$ cat src/rtl/fetch_pkg.sv
// Shared types and helpers for the instruction-fetch queue.
package fetch_pkg;

  localparam logic [31:0] EXC_VECTOR = 32'h8000_0180;

  typedef struct packed {
    logic [31:0] pc;
    logic [31:0] inst;
  } fetch_entry_t;

  // Width able to hold every occupancy value 0..depth.
  function automatic int cnt_width(input int depth);
    return $clog2(depth + 1);
  endfunction

endpackage

$ cat src/rtl/fetch_fifo.sv
// Circular FIFO with a synchronous flush; holds both fetched instructions
// and the PCs of in-flight requests.
module fetch_fifo
  import fetch_pkg::*;
#(
  parameter int  DEPTH   = 4,
  parameter type entry_t = fetch_entry_t
) (
  input  logic                       clk,
  input  logic                       rst,
  input  logic                       flush,
  input  logic                       push,
  input  entry_t                     push_data,
  input  logic                       pop,
  output entry_t                     head,
  output logic                       valid,
  output logic [cnt_width(DEPTH)-1:0] count
);

  localparam int AW = (DEPTH > 1) ? $clog2(DEPTH) : 1;
  localparam int CW = cnt_width(DEPTH);

  entry_t        mem [DEPTH];
  logic [AW-1:0] wr_ptr, rd_ptr;
  logic          do_push, do_pop;

  // Explicit wrap so non-power-of-two depths work.
  function automatic logic [AW-1:0] next_ptr(input logic [AW-1:0] p);
    return (int'(p) == DEPTH - 1) ? '0 : p + AW'(1);
  endfunction

  assign do_pop  = pop && (count != '0);
  assign do_push = push && ((count != CW'(DEPTH)) || do_pop);
  assign valid   = (count != '0);
  assign head    = mem[rd_ptr];

  // NOTE: non-blocking assignments keep every flop sampling pre-edge values.
  always_ff @(posedge clk or posedge rst) begin
    if (rst) begin
      wr_ptr <= '0;
      rd_ptr <= '0;
      count  <= '0;
    end else if (flush) begin
      wr_ptr <= '0;
      rd_ptr <= '0;
      count  <= '0;
    end else begin
      if (do_push) wr_ptr <= next_ptr(wr_ptr);
      if (do_pop)  rd_ptr <= next_ptr(rd_ptr);
      count <= count + CW'(do_push) - CW'(do_pop);
    end
  end

  // NOTE: storage is not reset; count and pointers decide which entries are live.
  always_ff @(posedge clk) begin
    if (do_push && !flush) mem[wr_ptr] <= push_data;
  end

endmodule

$ cat src/rtl/fetch_queue.sv
// Decoupled instruction-fetch front end with branch/exception redirect.
// Optional performance counters are built when FETCH_PERF_EN is defined.
module fetch_queue
  import fetch_pkg::*;
#(
  parameter int          DEPTH     = 4,
  parameter int          MAX_OUTST = 2,
  parameter logic [31:0] RESET_PC  = 32'h0000_0000
) (
  input  logic        clk,
  input  logic        rst,
  input  logic        br,
  input  logic [31:0] pc_branch,
  input  logic        except,
  output logic        imem_req,
  output logic [31:0] imem_addr,
  input  logic        imem_rvalid,
  input  logic [31:0] imem_rdata,
  output logic        if_valid,
  output logic [31:0] if_pc,
  output logic [31:0] if_inst,
  input  logic        id_ready,
  output logic [31:0] fetch_cnt,
  output logic [31:0] flush_cnt
);

  localparam int CW = cnt_width(DEPTH);
  localparam int OW = cnt_width(MAX_OUTST);

  logic          redirect, issue, resp_live, pop;
  logic [31:0]   fetch_pc, tag_pc;
  logic [CW-1:0] q_count;
  logic [OW-1:0] tag_count, outst, drop;
  logic          q_valid, tag_valid;
  fetch_entry_t  q_head, q_in;

  assign redirect  = br | except;
  // Reserve a queue slot for every in-flight request so responses never overflow.
  assign issue     = !rst && !redirect && (int'(outst) < MAX_OUTST)
                     && (int'(q_count) + int'(outst) < DEPTH);
  assign resp_live = imem_rvalid && (drop == '0) && !redirect;
  assign pop       = q_valid && id_ready;
  assign q_in      = '{pc: tag_pc, inst: imem_rdata};

  assign imem_req  = issue;
  assign imem_addr = fetch_pc;
  assign if_valid  = q_valid;
  assign if_pc     = q_valid ? q_head.pc   : '0;
  assign if_inst   = q_valid ? q_head.inst : '0;

  fetch_fifo #(.DEPTH(DEPTH), .entry_t(fetch_entry_t)) u_inst_q (
    .clk       (clk),
    .rst       (rst),
    .flush     (redirect),
    .push      (resp_live),
    .push_data (q_in),
    .pop       (pop),
    .head      (q_head),
    .valid     (q_valid),
    .count     (q_count)
  );

  fetch_fifo #(.DEPTH(MAX_OUTST), .entry_t(logic [31:0])) u_tag_q (
    .clk       (clk),
    .rst       (rst),
    .flush     (redirect),
    .push      (issue),
    .push_data (fetch_pc),
    .pop       (resp_live),
    .head      (tag_pc),
    .valid     (tag_valid),
    .count     (tag_count)
  );

  always_ff @(posedge clk or posedge rst) begin
    if (rst) begin
      fetch_pc <= RESET_PC;
      outst    <= '0;
      drop     <= '0;
    end else begin
      outst <= outst + OW'(issue) - OW'(imem_rvalid);
      if (redirect) begin
        fetch_pc <= except ? EXC_VECTOR : pc_branch;
        // Everything still in flight is stale, except a response consumed now.
        drop     <= outst - OW'(imem_rvalid);
      end else begin
        if (issue) fetch_pc <= fetch_pc + 32'd4;
        if (imem_rvalid && (drop != '0)) drop <= drop - OW'(1);
      end
    end
  end

`ifdef FETCH_PERF_EN
  always_ff @(posedge clk or posedge rst) begin
    if (rst) begin
      fetch_cnt <= '0;
      flush_cnt <= '0;
    end else begin
      if (pop)      fetch_cnt <= fetch_cnt + 32'd1;
      if (redirect) flush_cnt <= flush_cnt + 32'd1;
    end
  end
`else
  assign fetch_cnt = '0;
  assign flush_cnt = '0;
`endif

  // Protocol and bookkeeping invariants.
  assert property (@(posedge clk) disable iff (rst) imem_rvalid |-> (outst != '0));
  assert property (@(posedge clk) disable iff (rst)
                   int'(outst) == int'(drop) + int'(tag_count));
  assert property (@(posedge clk) disable iff (rst)
                   (imem_rvalid && (drop == '0)) |-> tag_valid);

endmodule

$ cat config.mk
export PLATFORM = sky130hd
export DESIGN_NAME = fetch_queue
export DESIGN_NICKNAME = d
export VERILOG_FILES = /design/src/rtl/fetch_pkg.sv /design/src/rtl/fetch_fifo.sv /design/src/rtl/fetch_queue.sv
export SDC_FILE = /design/constraint.sdc
export NUM_CORES = 1
export LEC_CHECK = 0
export ABC_AREA = 0
export CELL_PAD_IN_SITES_DETAIL_PLACEMENT = 1
export CELL_PAD_IN_SITES_GLOBAL_PLACEMENT = 2
export CORE_UTILIZATION = 39
export CTS_CLUSTER_SIZE = 20
export DETAILED_ROUTE_END_ITERATION = 8
export PLACE_DENSITY = 0.8
export SETUP_SLACK_MARGIN = 0.1
export SLEW_MARGIN = 20
export SYNTH_ARGS = -nofsm -noshare
export SYNTH_HDL_FRONTEND = slang
export SYNTH_SLANG_ARGS = --single-unit
$ cat constraint.sdc
create_clock -name clk -period 5.5 [get_ports clk]
set_input_delay 1.1 -clock clk [delete_from_list [all_inputs] [get_ports clk]]
set_output_delay 1.1 -clock clk [all_outputs]
set_load 0.01 [all_outputs]
## Yosys cells after proc, flatten, opt, wreduce, memory -nomap -nowiden

Memories as Yosys holds them, arrays and structs flattened.
Index checks and enable logic that the tools add are counted.

- $add $sub $neg: 14
- Magnitude comparators: 2
- Equality and inequality tests: 4
- Multiplexer cells: 25
- Bitwise gates (word level): 1
- Reduce and logical (&&, ||, !) cells: 27

Operator list:

| operator | count |
|---|---|
| $mux 32 | 5 |
| $add 32x3->32 const B | 1 |
| $mux 2 | 9 |
| $reduce_bool 2->1 | 8 |
| $logic_and 1x1->1 | 13 |
| $mux 1 | 10 |
| $sub 2x1->2 | 3 |
| $add 2x1->2 | 2 |
| $add 2x1->2 const B | 2 |
| $add 3x2->4 | 1 |
| $eq 2x1->1 const B | 2 |
| $lt 4x3->1 const B | 1 |
| $add 3x1->3 | 1 |
| $mux 3 | 1 |
| $ne 3x3->1 const B | 1 |
| $reduce_bool 3->1 | 1 |
| $sub 3x1->3 | 1 |
| $add 1x1->1 const B | 2 |
| $logic_not 1->1 | 2 |
| $logic_not 2->1 | 1 |
| $logic_or 1x1->1 | 2 |
| $lt 2x2->1 const B | 1 |
| $ne 2x2->1 const B | 1 |
| $sub 2x1->2 const B | 1 |
| $or 1x1->1 | 1 |

- Register bits after elaboration: 47
- RAM bits: 320
- Input port bits: 70
- Output and inout port bits: 162
- Word-level logic and storage cells: 84
- Memories: 2

Memory list:

| name | depth | width | read ports | clocked after memory_dff | wr ports | line | text |
|---|---|---|---|---|---|---|---|
| u_inst_q.mem | 4 | 64 | 1 | 0 | 1 | fetch_fifo.sv:23 | `entry_t mem [DEPTH];` |
| u_tag_q.mem | 2 | 32 | 1 | 0 | 1 | fetch_fifo.sv:23 |  |

## Logic depth before layout (Yosys ltp)

Gate-level depths: netlist (run 1).

- Depth after elaboration: 9
- Gate-level depth with buffers: 11
- Gate-level depth less buffers: 11

## Hierarchy

A second synthesis (run 1) with hierarchy kept.

- Cell total of the unflattened synthesis: 895
- Area total of the unflattened synthesis: 15,512.4 µm²

Modules (own cells, without submodules):

| module | times used | cells each | area an instance (µm²) | seq. area each (µm²) |
|---|---|---|---|---|
| fetch_fifo at u_inst_q | 1 | 382 | 9,681.8 | 7,862.5 |
| fetch_queue | 1 | 390 | 3,279.4 | 900.9 |
| fetch_fifo at u_tag_q | 1 | 123 | 2,551.2 | 2,021.9 |

## Worst setup path after synthesis (run 1)

No wires, ideal clock.

- Kind: input to register
- Start point: in br
- End point: mem u_tag_q.mem[0][0] (netlist name), enable pin
- Library setup time: 502 ps
- Arrival time: 4,989 ps
- Required time: 4,998 ps
- Slack: 9 ps
- Cell stages on the path: 5
- Buffers on the path: 1
- Path through: clkbuf_1 nor2_1 nand3_1 and3_1 nor4_1

- Word-level cells in the longest chain between the ends: 9
- Elaborated cells on any way between the ends: 12
- Those cells by class: mux (2); bitwise (1); reduce/logical (9)

Ends and longest elaborated chain:

| what | line | text |
|---|---|---|
| from (decl) | fetch_queue.sv:12 | `input logic br,` |
| $or 1x1->1 * | fetch_queue.sv:37 | `assign redirect = br \| except;` |
| $logic_not 1->1 * | fetch_fifo.sv:56, fetch_queue.sv:39, fetch_queue.sv:41 |  |
| $logic_and 1x1->1, on equally long branches | fetch_queue.sv:39, fetch_queue.sv:41 |  |
| $logic_and 1x1->1, on equally long branches | fetch_queue.sv:39, fetch_fifo.sv:32 |  |
| $logic_and 1x1->1 / $logic_or 1x1->1 (equally long branches) | fetch_queue.sv:40, fetch_fifo.sv:33 |  |
| $logic_and 1x1->1 | fetch_fifo.sv:33 | `assign do_push = push && ((count != CW'(DEPTH)) \|\| do_pop);` |
| $logic_and 1x1->1 * | fetch_fifo.sv:56 | `if (do_push && !flush) mem[wr_ptr] <= push_data;` |
| $mux 1 * | fetch_fifo.sv:56 |  |
| $mux 1 (implied by the code) * | fetch_fifo.sv:56 |  |
| to (decl) | fetch_fifo.sv:23 |  |

Every way passes the cells marked *; elsewhere a longest branch is shown, timed or not.

## Worst setup path in the final report (run 1)

- Start point: in rst
- End point: out imem_req

- Word-level cells in the longest chain between the ends: 4

Ends and longest elaborated chain:

| what | line | text |
|---|---|---|
| from (decl) | fetch_queue.sv:11 | `input logic rst,` |
| $logic_not 1->1 (no source line) | - |  |
| $logic_and 1x1->1 (2 in a row) | fetch_queue.sv:39 | `assign issue = !rst && !redirect && (int'(outst) < MAX_OUTST)` |
| $logic_and 1x1->1 | fetch_queue.sv:40 | `&& (int'(q_count) + int'(outst) < DEPTH);` |
| to (decl) | fetch_queue.sv:15 | `output logic imem_req,` |

Every way passes these cells.

==> results of run 1 <==
## synthesized netlist by cell type (2+ instances only)
library cell	n
a211oi_1	11
mux2i_1	5
a22o_1	2
dfrtp_1	47
and4_1	2
mux2_2	4
nand2_1	24
nand3_1	16
a22oi_1	2
o31ai_1	4
buf_4	64
inv_2	2
mux4_2	64
o21ai_1	9
xor2_1	17
mux2_1	28
nand4_1	14
nor4_1	5
nor2b_1	2
a211oi_2	2
a211o_1	2
or3_1	4
or4_1	2
a21oi_1	16
edfxtp_1	320
nor3_1	5
buf_1	4
nor2_1	36
and3_1	9
clkbuf_1	28
ha_1	14
xnor2_1	10
and2_1	72
buf_2	7
o21ai_0	2
inv_1	14
a31oi_1	2
## cell usage in the layout, fill, tap and decap left out, types with 9 or more instances in the layout
| cell type | instances |
|---|---|
| edfxtp_1 | 320 |
| a211oi_1 | 11 |
| xor2_1 | 17 |
| inv_1 | 13 |
| mux2_1 | 28 |
| nand3_1 | 16 |
| ha_1 | 14 |
| a21oi_1 | 16 |
| xnor2_1 | 10 |
| nor2_1 | 36 |
| nand2_1 | 24 |
| o21ai_1 | 9 |
| clkbuf_16 | 41 |
| and3_1 | 9 |
| clkdlybuf4s50_1 | 167 |
| and2_1 | 68 |
| dfrtp_1 | 44 |
| conb_1 | 64 |
| mux4_2 | 64 |
| clkinv_1 | 10 |
| nand4_1 | 14 |
## cells by family after synthesis
| logic type | after synthesis | synth area share, % |
|---|---|---|
| xor gates and xnor gates | 27 | 1.55 |
| muxes | 101 | 12.1 |
| and+or+nand+nor | 200 | 7.47 |
| DFF | 367 | 70.6 |
| adders and majority gates | 15 | 1.28 |
| other | 1 | 0.0245 |
| buffers and inverters | 119 | 4.55 |
| AOI/OAI and AO/OA | 56 | 2.42 |
## area by class of cell
class                           count  area share [%]
Tap cell                          518            3.51
Clock inverter                     19           0.636
Clock buffer                       49            5.71
Timing Repair Buffer              175            9.44
Multi-Input combinational cell    463            22.0
Sequential cell                   367            58.4
Inverter                           16           0.325
## per-layer routing
metal / GRT usage [%] / vias to the layer above
li1: - / 3631
met1: 23.2 / 4132
met2: 27.1 / 218
met3: 2.64 / 32
met4: 4.44 / 0
met5: 0 / -
## worst register-to-register path, cell delays in order (launching register included)
cell	delay [ns]
dfrtp_1	0.43
or3_2	0.81
buf_4	0.38
nand2_1	0.19
inv_2	0.06
ha_1	0.26
inv_1	0.06
ha_1	0.14
inv_1	0.05
fa_1	0.37
xor2_1	0.18
xnor2_1	0.14
nor2_1	0.05
## worst paths after layout
kind,to,slack [ns]
setup / recovery,imem_req,1.32
hold / removal,drop[1],0.54
setup reg to reg,u_inst_q.count[2],2.27
hold reg to reg,drop[1],0.54
max in group asynchronous,u_tag_q.rd_ptr,3.81
min in group asynchronous,u_inst_q.count[0],0.85
## per-stage QoR
| step | util (%) | total power [W] | area (um^2) | setup slack, ns | hold slack [ns] |
|---|---|---|---|---|---|
| floorplan | - | 0.00351 | 15500 | 1.36 | 0.505 |
| global placement | 44.8 | 0.00371 | 17300 | 1.29 | 0.533 |
| detailed placement | 44.8 | 0.00373 | 17300 | 1.31 | 0.532 |
| CTS | 47.8 | 0.00616 | 18500 | 1.22 | 0.549 |
| global route | 47.8 | 0.00630 | 18500 | 1.08 | 0.585 |
| finish | 47.8 | 0.00608 | 18500 | 1.32 | 0.544 |
## power by group through the flow
stage	registers [W]	logic, W	clock network (W)
floorplan	0.00322	0.000291	0
global placement	0.00323	0.000479	0
detailed placement	0.00324	0.000491	0
CTS	0.00318	0.000495	0.00248
global route	0.00319	0.000534	0.00258
finish	0.00318	0.000484	0.00241
## flip-flops by register name, summed over array words and instances (netlist names)
register         cells
u_tag_q.wr_ptr       1
imem_addr           32
u_tag_q.rd_ptr       1
drop                 2
u_tag_q.count        2
u_inst_q.rd_ptr      2
u_tag_q.mem         64
u_inst_q.mem       256
outst                2
u_inst_q.count       3
u_inst_q.wr_ptr      2
==> results.md, run 1 <==
* Status: complete, but fails checks
* Violated checks: design-rule violations
* Rel. slew slack at 31.0%
* YS warnings at 0
* DP HPWL at 20.6 mm
* Initial antenna violation count at 0
* # rows at 72
* Async SR Flop Fraction at approximately 13%
* Min-delay worst type: reg -> reg
* CP Launch Point: rst
* Pwr/cell area at 329 nW/um^2
* Post-Route M1 WL at ~15 mm
* TritonCTS clock tree: done
* Worst hold start: drop[1]
* Fin. Hold Viols at 0
* Final Net Count at 1147
* Sequential share of power at roughly 52%
* Fin crit period at between 4 and 5 ns
* Initial drt markers at 440
* Final Max Tran Viols at 0
* Diode count at 0
* Internal at roughly 0.0047 W
* Sw Share at 22.0%
* Num Clock Sinks at 367
* Yosys cell types at 52
* RSZ-0062 raised after global routing: false
* WL final at 32.8 mm
* Met3 routed WL at between 1 and 1.5 mm
* Total GRT Usage at 16.6%
* Vias at 8013
* Synth Flop Type: edfxtp_1
* Syn avg cell area at ~17 um^2
* First-pass DRT Iterations at 6
* Peak supply drop at 0.192 mV
* Chip width at around 200 um
* Ranking of synthesized cells by area: edfxtp_1 63%, mux4_2 9.4%, dfrtp_1 7.7%
* Critical Path Sink Type: output pin
* Worst r2r path cells at 12
* Clock power share at roughly two fifths
* Wire per inst at 20.4 um
* Top cell by count, worst path: clkdlybuf4s50_1
* # DRC at 2
* Final ANT Viol Nets at 0
* Crit-path cells: clkdlybuf4s50_1, nor4_1, nand2_1, nor2_1, clkdlybuf4s50_1
* Combinational share of power at approximately 8%
* Multi-input gate area at 4060 um^2
* Total gr overflow at 0
* FF-to-FF Start: u_inst_q.count[2]
* Post-synth EDFFs at 320
* CTS Hold Bufs at 0
* H-tree level count at 2
* Clock slew at reported path FFs at around 0.060 ns
* Largest incremental delay on the critical path at 0.58 ns
* Worst setup SP type: input port
* Register area share after synthesis at 70.6%
* Fmax at 239 MHz
* Number of global-route vias before repair at 8421
* GP Congestion at 0.788
* Post-CTS sizing at 0
* Initial Util at 39.5%
* Post-CTS Setup Inserts at 0
* Post-synth top area share at 62.9%
* Layout area overhead at 21.0%
* I/O Pins at 232
* Uppermost layer routed: met4
* Crit path required time at 4.40 ns
* Period utilization at 76.1%
* PortBufs at 167
* Arr. time, crit path at 3.08 ns
* WL met2 at 15.7 mm
* Share of cells above drive strength 1 at 13.5%
* Setup TNS at 0 ns
* CP Buf/Inv Count at 2
* Gate Count Post-Synth at 886
* Levels on crit path at 5
* Worst-margin pin slew at between 1 and 1.5 ns
* Clock Skew at ~0.0088 ns
* Placed Cells at 1539
* CP delay by family, top: buffers and inverters
* Layout fillers at 3691
* Root buffer cell: clkbuf_16
* Switching pwr at 0.00134 W
* WHS Path Cells at 2
* Final setup vio count at 0
* Die H at 200 um
* Slowest stage cell, crit path: clkdlybuf4s50_1
* Total of max-cap violations at 0
* Register area at between 10000 and 15000 um^2
* Synthesized area at around 15000 um^2
* Worst-skew pair later-pin latency at about 0.51 ns
* Setup CP Type: in -> out
* First-pass GRT wire length at ~50 mm
* Seq cells post-synth at between 300 and 400
* Core Area at 38600 um^2
* Vias per std cell at approximately 5.0
* Die ar. at 40000 um^2
* Yosys top cell by area: edfxtp_1
* Non-Filler Instances at roughly 1600
* Largest net degree at the start of global routing at 67
* Critical path fanouts, max at 10
* Pleak at 6.16 nW
* CTS Buf Count at 39
* Max clock buf depth at 3
No activity file was read; power rests on OpenSTA's default activity.
==> run 2: changes to the inputs <==
- CORE_UTILIZATION: 39 -> 36
- PLACE_DENSITY: 0.8 -> 0.78
- clock period: 5.5 -> 3.8 ns (I/O delays scaled with it)
==> results.md, run 2 (synthesized netlist as in run 1, its figures left out) <==
* Pwr/cell area at 484 nW/um^2 (+47%)
* RSZ-0062 raised after global routing: false
* Setup CP Type: reg -> out
* PortBufs at 167 (unchanged)
* Worst setup SP type: flop
* Chip width at 208 um (+4.0%)
* Fin crit period at ~3.6 ns
* CP delay by family, top: flip-flops
* Die H at 208 um (+4.0%)
* Pleak at 6.40 nW (+4.0%)
* Worst-margin pin slew at 0.831 ns (-0.204 ns)
* Top reg by flops: u_inst_q.mem
* # DRC at 0 (-2)
* Rel. slew slack at 44.6% (+14 points)
* DP HPWL at 23.6 mm (+15%)
* Initial drt markers at 426 (-3.2%)
* Clock Skew at 0.0169 ns (+0.00817 ns)
* Status: complete, no violations
* First-pass DRT Iterations at 4 (-2)
* Worst Setup Slack, final at 0.211 ns (-1.11 ns)
* Num Clock Sinks at 367 (unchanged)
* Final setup vio count at 0 (unchanged)
* Crit-path cells: buf_4, mux4_2, and2_1, clkdlybuf4s50_1
* # rows at 75 (+4.2%)
* CTS Buf Count at 40 (+2.6%)
* Total gr overflow at 0 (unchanged)
* Initial Util at 36.4% (-3.1 points)
* CTS Hold Bufs at 0 (unchanged)
* Worst slack, placed at 0.467 ns (-0.845 ns)
* Placed cell areas at 17600 um^2 (+1.9%)
* Commonest non-fill, non-tap cells in the layout: 320 x edfxtp_1, 167 x clkdlybuf4s50_1, 68 x and2_1
* Final Instance Area at 19000 um^2 (+2.7%)
* Post-CTS Setup Inserts at 1 (+1)
* Period utilization at 94.4%
* H-tree level count at 2 (unchanged)
* Wire per inst at 21.3 um (+4.6%)
* Most common cell after layout, fill and taps aside: edfxtp_1
* Clock slew at reported path FFs at 0.06 ns (about the same)
* Peak supply drop at 0.281 mV (+47%)
* Worst-skew pair later-pin latency at 0.54 ns (+0.03 ns)
* Final Net Count at 1174 (+2.4%)
* TritonCTS clock tree: done
* I/O Pins at 232 (unchanged)
* Total of max-cap violations at 0 (unchanged)
* Crit path required time at 3.04 ns (-1.36 ns)
* Vias at 8140 (+1.6%)
* Slowest stage cell, crit path: dfrtp_4
* Largest net degree at the start of global routing at 42 (-37%)
* Final Max Tran Viols at 0 (unchanged)
* Core Area at 41900 um^2 (+8.5%)
* Total GRT Usage at 16.5% (-0.085 points)
* Fmax at roughly 280 MHz
* Initial antenna violation count at 0 (unchanged)
* GP Congestion at 0.740 (-6.1%)
* Arr. time, crit path at 2.83 ns (-0.25 ns)
* Root buffer cell: clkbuf_16
* Post-CTS sizing at 0 (unchanged)
* Largest register FFs at 256 (unchanged)
* Vias per std cell at 4.91 (-1.6%)
* Fin. Hold Viols at 0 (unchanged)
* Min-delay worst type: reg -> reg
* Pwr Total at 0.00918 W (+51%)
* Die ar. at 43300 um^2 (+8.3%)
* Final ANT Viol Nets at 0 (unchanged)
* CP Buf/Inv Count at 2 (unchanged)
* Largest incremental delay on the critical path at 0.87 ns (+0.29 ns)
* Max clock buf depth at 3 (unchanged)
* First-pass GRT wire length at 53.9 mm (+8.6%)
* Hold WS at 0.574 ns (+0.0300 ns)
* Share of cells above drive strength 1 at 16.2% (+2.7 points)
* WL final at 35.4 mm (+8.0%)
* Critical path fanouts, max at 41 (+31)
* Diode count at 0 (unchanged)
* Setup TNS at 0 ns (unchanged)
* Critical Path Sink Type: output pin
* Layout area overhead at 24.2%
* Number of global-route vias before repair at 8765 (+4.1%)
-- run 2: changes by cell type in the layout (fill, tap and decap cells not counted), sizes merged --
cell    before  now
clkbuf      49   48
inv         16   18
bufinv       1    5
buf          8   34
-- run 2: final timing paths --
| path | cells after the start | slack, ns | from | end |
|---|---|---|---|---|
| setup / recovery | 4 | 0.21 | u_inst_q.rd_ptr[1] | if_pc[15] |
| hold / removal | 0 | 0.57 | imem_addr[0] | u_tag_q.mem[1][0] |
| setup reg to reg | 11 | 0.79 | u_inst_q.count[2] | u_inst_q.count[2] |
| hold reg to reg | 0 | 0.57 | imem_addr[0] | u_tag_q.mem[1][0] |
| max in group asynchronous | 3 | 2.29 | rst | imem_addr[23] |
| min in group asynchronous | 2 | 0.74 | rst | imem_addr[4] |
-- run 2: metal layers --
layer / global-route usage, % / vias to the layer above / part of all wire (%)
met1: 21.1 / 4188 / 43
met3: 2.88 / 63 / 4.3
li1: - / 3681 / -
met5: 0 / - / 0
met2: 28.7 / 208 / 50
met4: 4.93 / 0 / 2.4
-- run 2: report_power, final --
group          total [W]  internal [W]  switching [W]
clock network    0.00384       0.00232        0.00153
logic           0.000733      0.000341       0.000392
registers        0.00460       0.00451      0.0000969
total            0.00918       0.00717        0.00202
-- run 2: stage by stage --
| stage | utilization [%] | std cells |
|---|---|---|
| 6_report | 45.2 | 1659 |
| 5_1_grt | 45.2 | 1659 |
| 4_1_cts | 45.2 | 1659 |
| 3_5_place_dp | 42.1 | 1585 |
| 3_3_place_gp | 42.1 | 1585 |
| 2_1_floorplan | - | 949 |
-- run 2: final cells by class --
type / instances / area, um^2
well taps: 539 / 674
multi-input cells: 463 / 4060
repair buffers: 201 / 2080
clock buffers: 48 / 1050
flip-flops and latches: 367 / 10800
inverters: 16 / 60.1
clock inverters: 25 / 255
fillers: 4035 / 23000
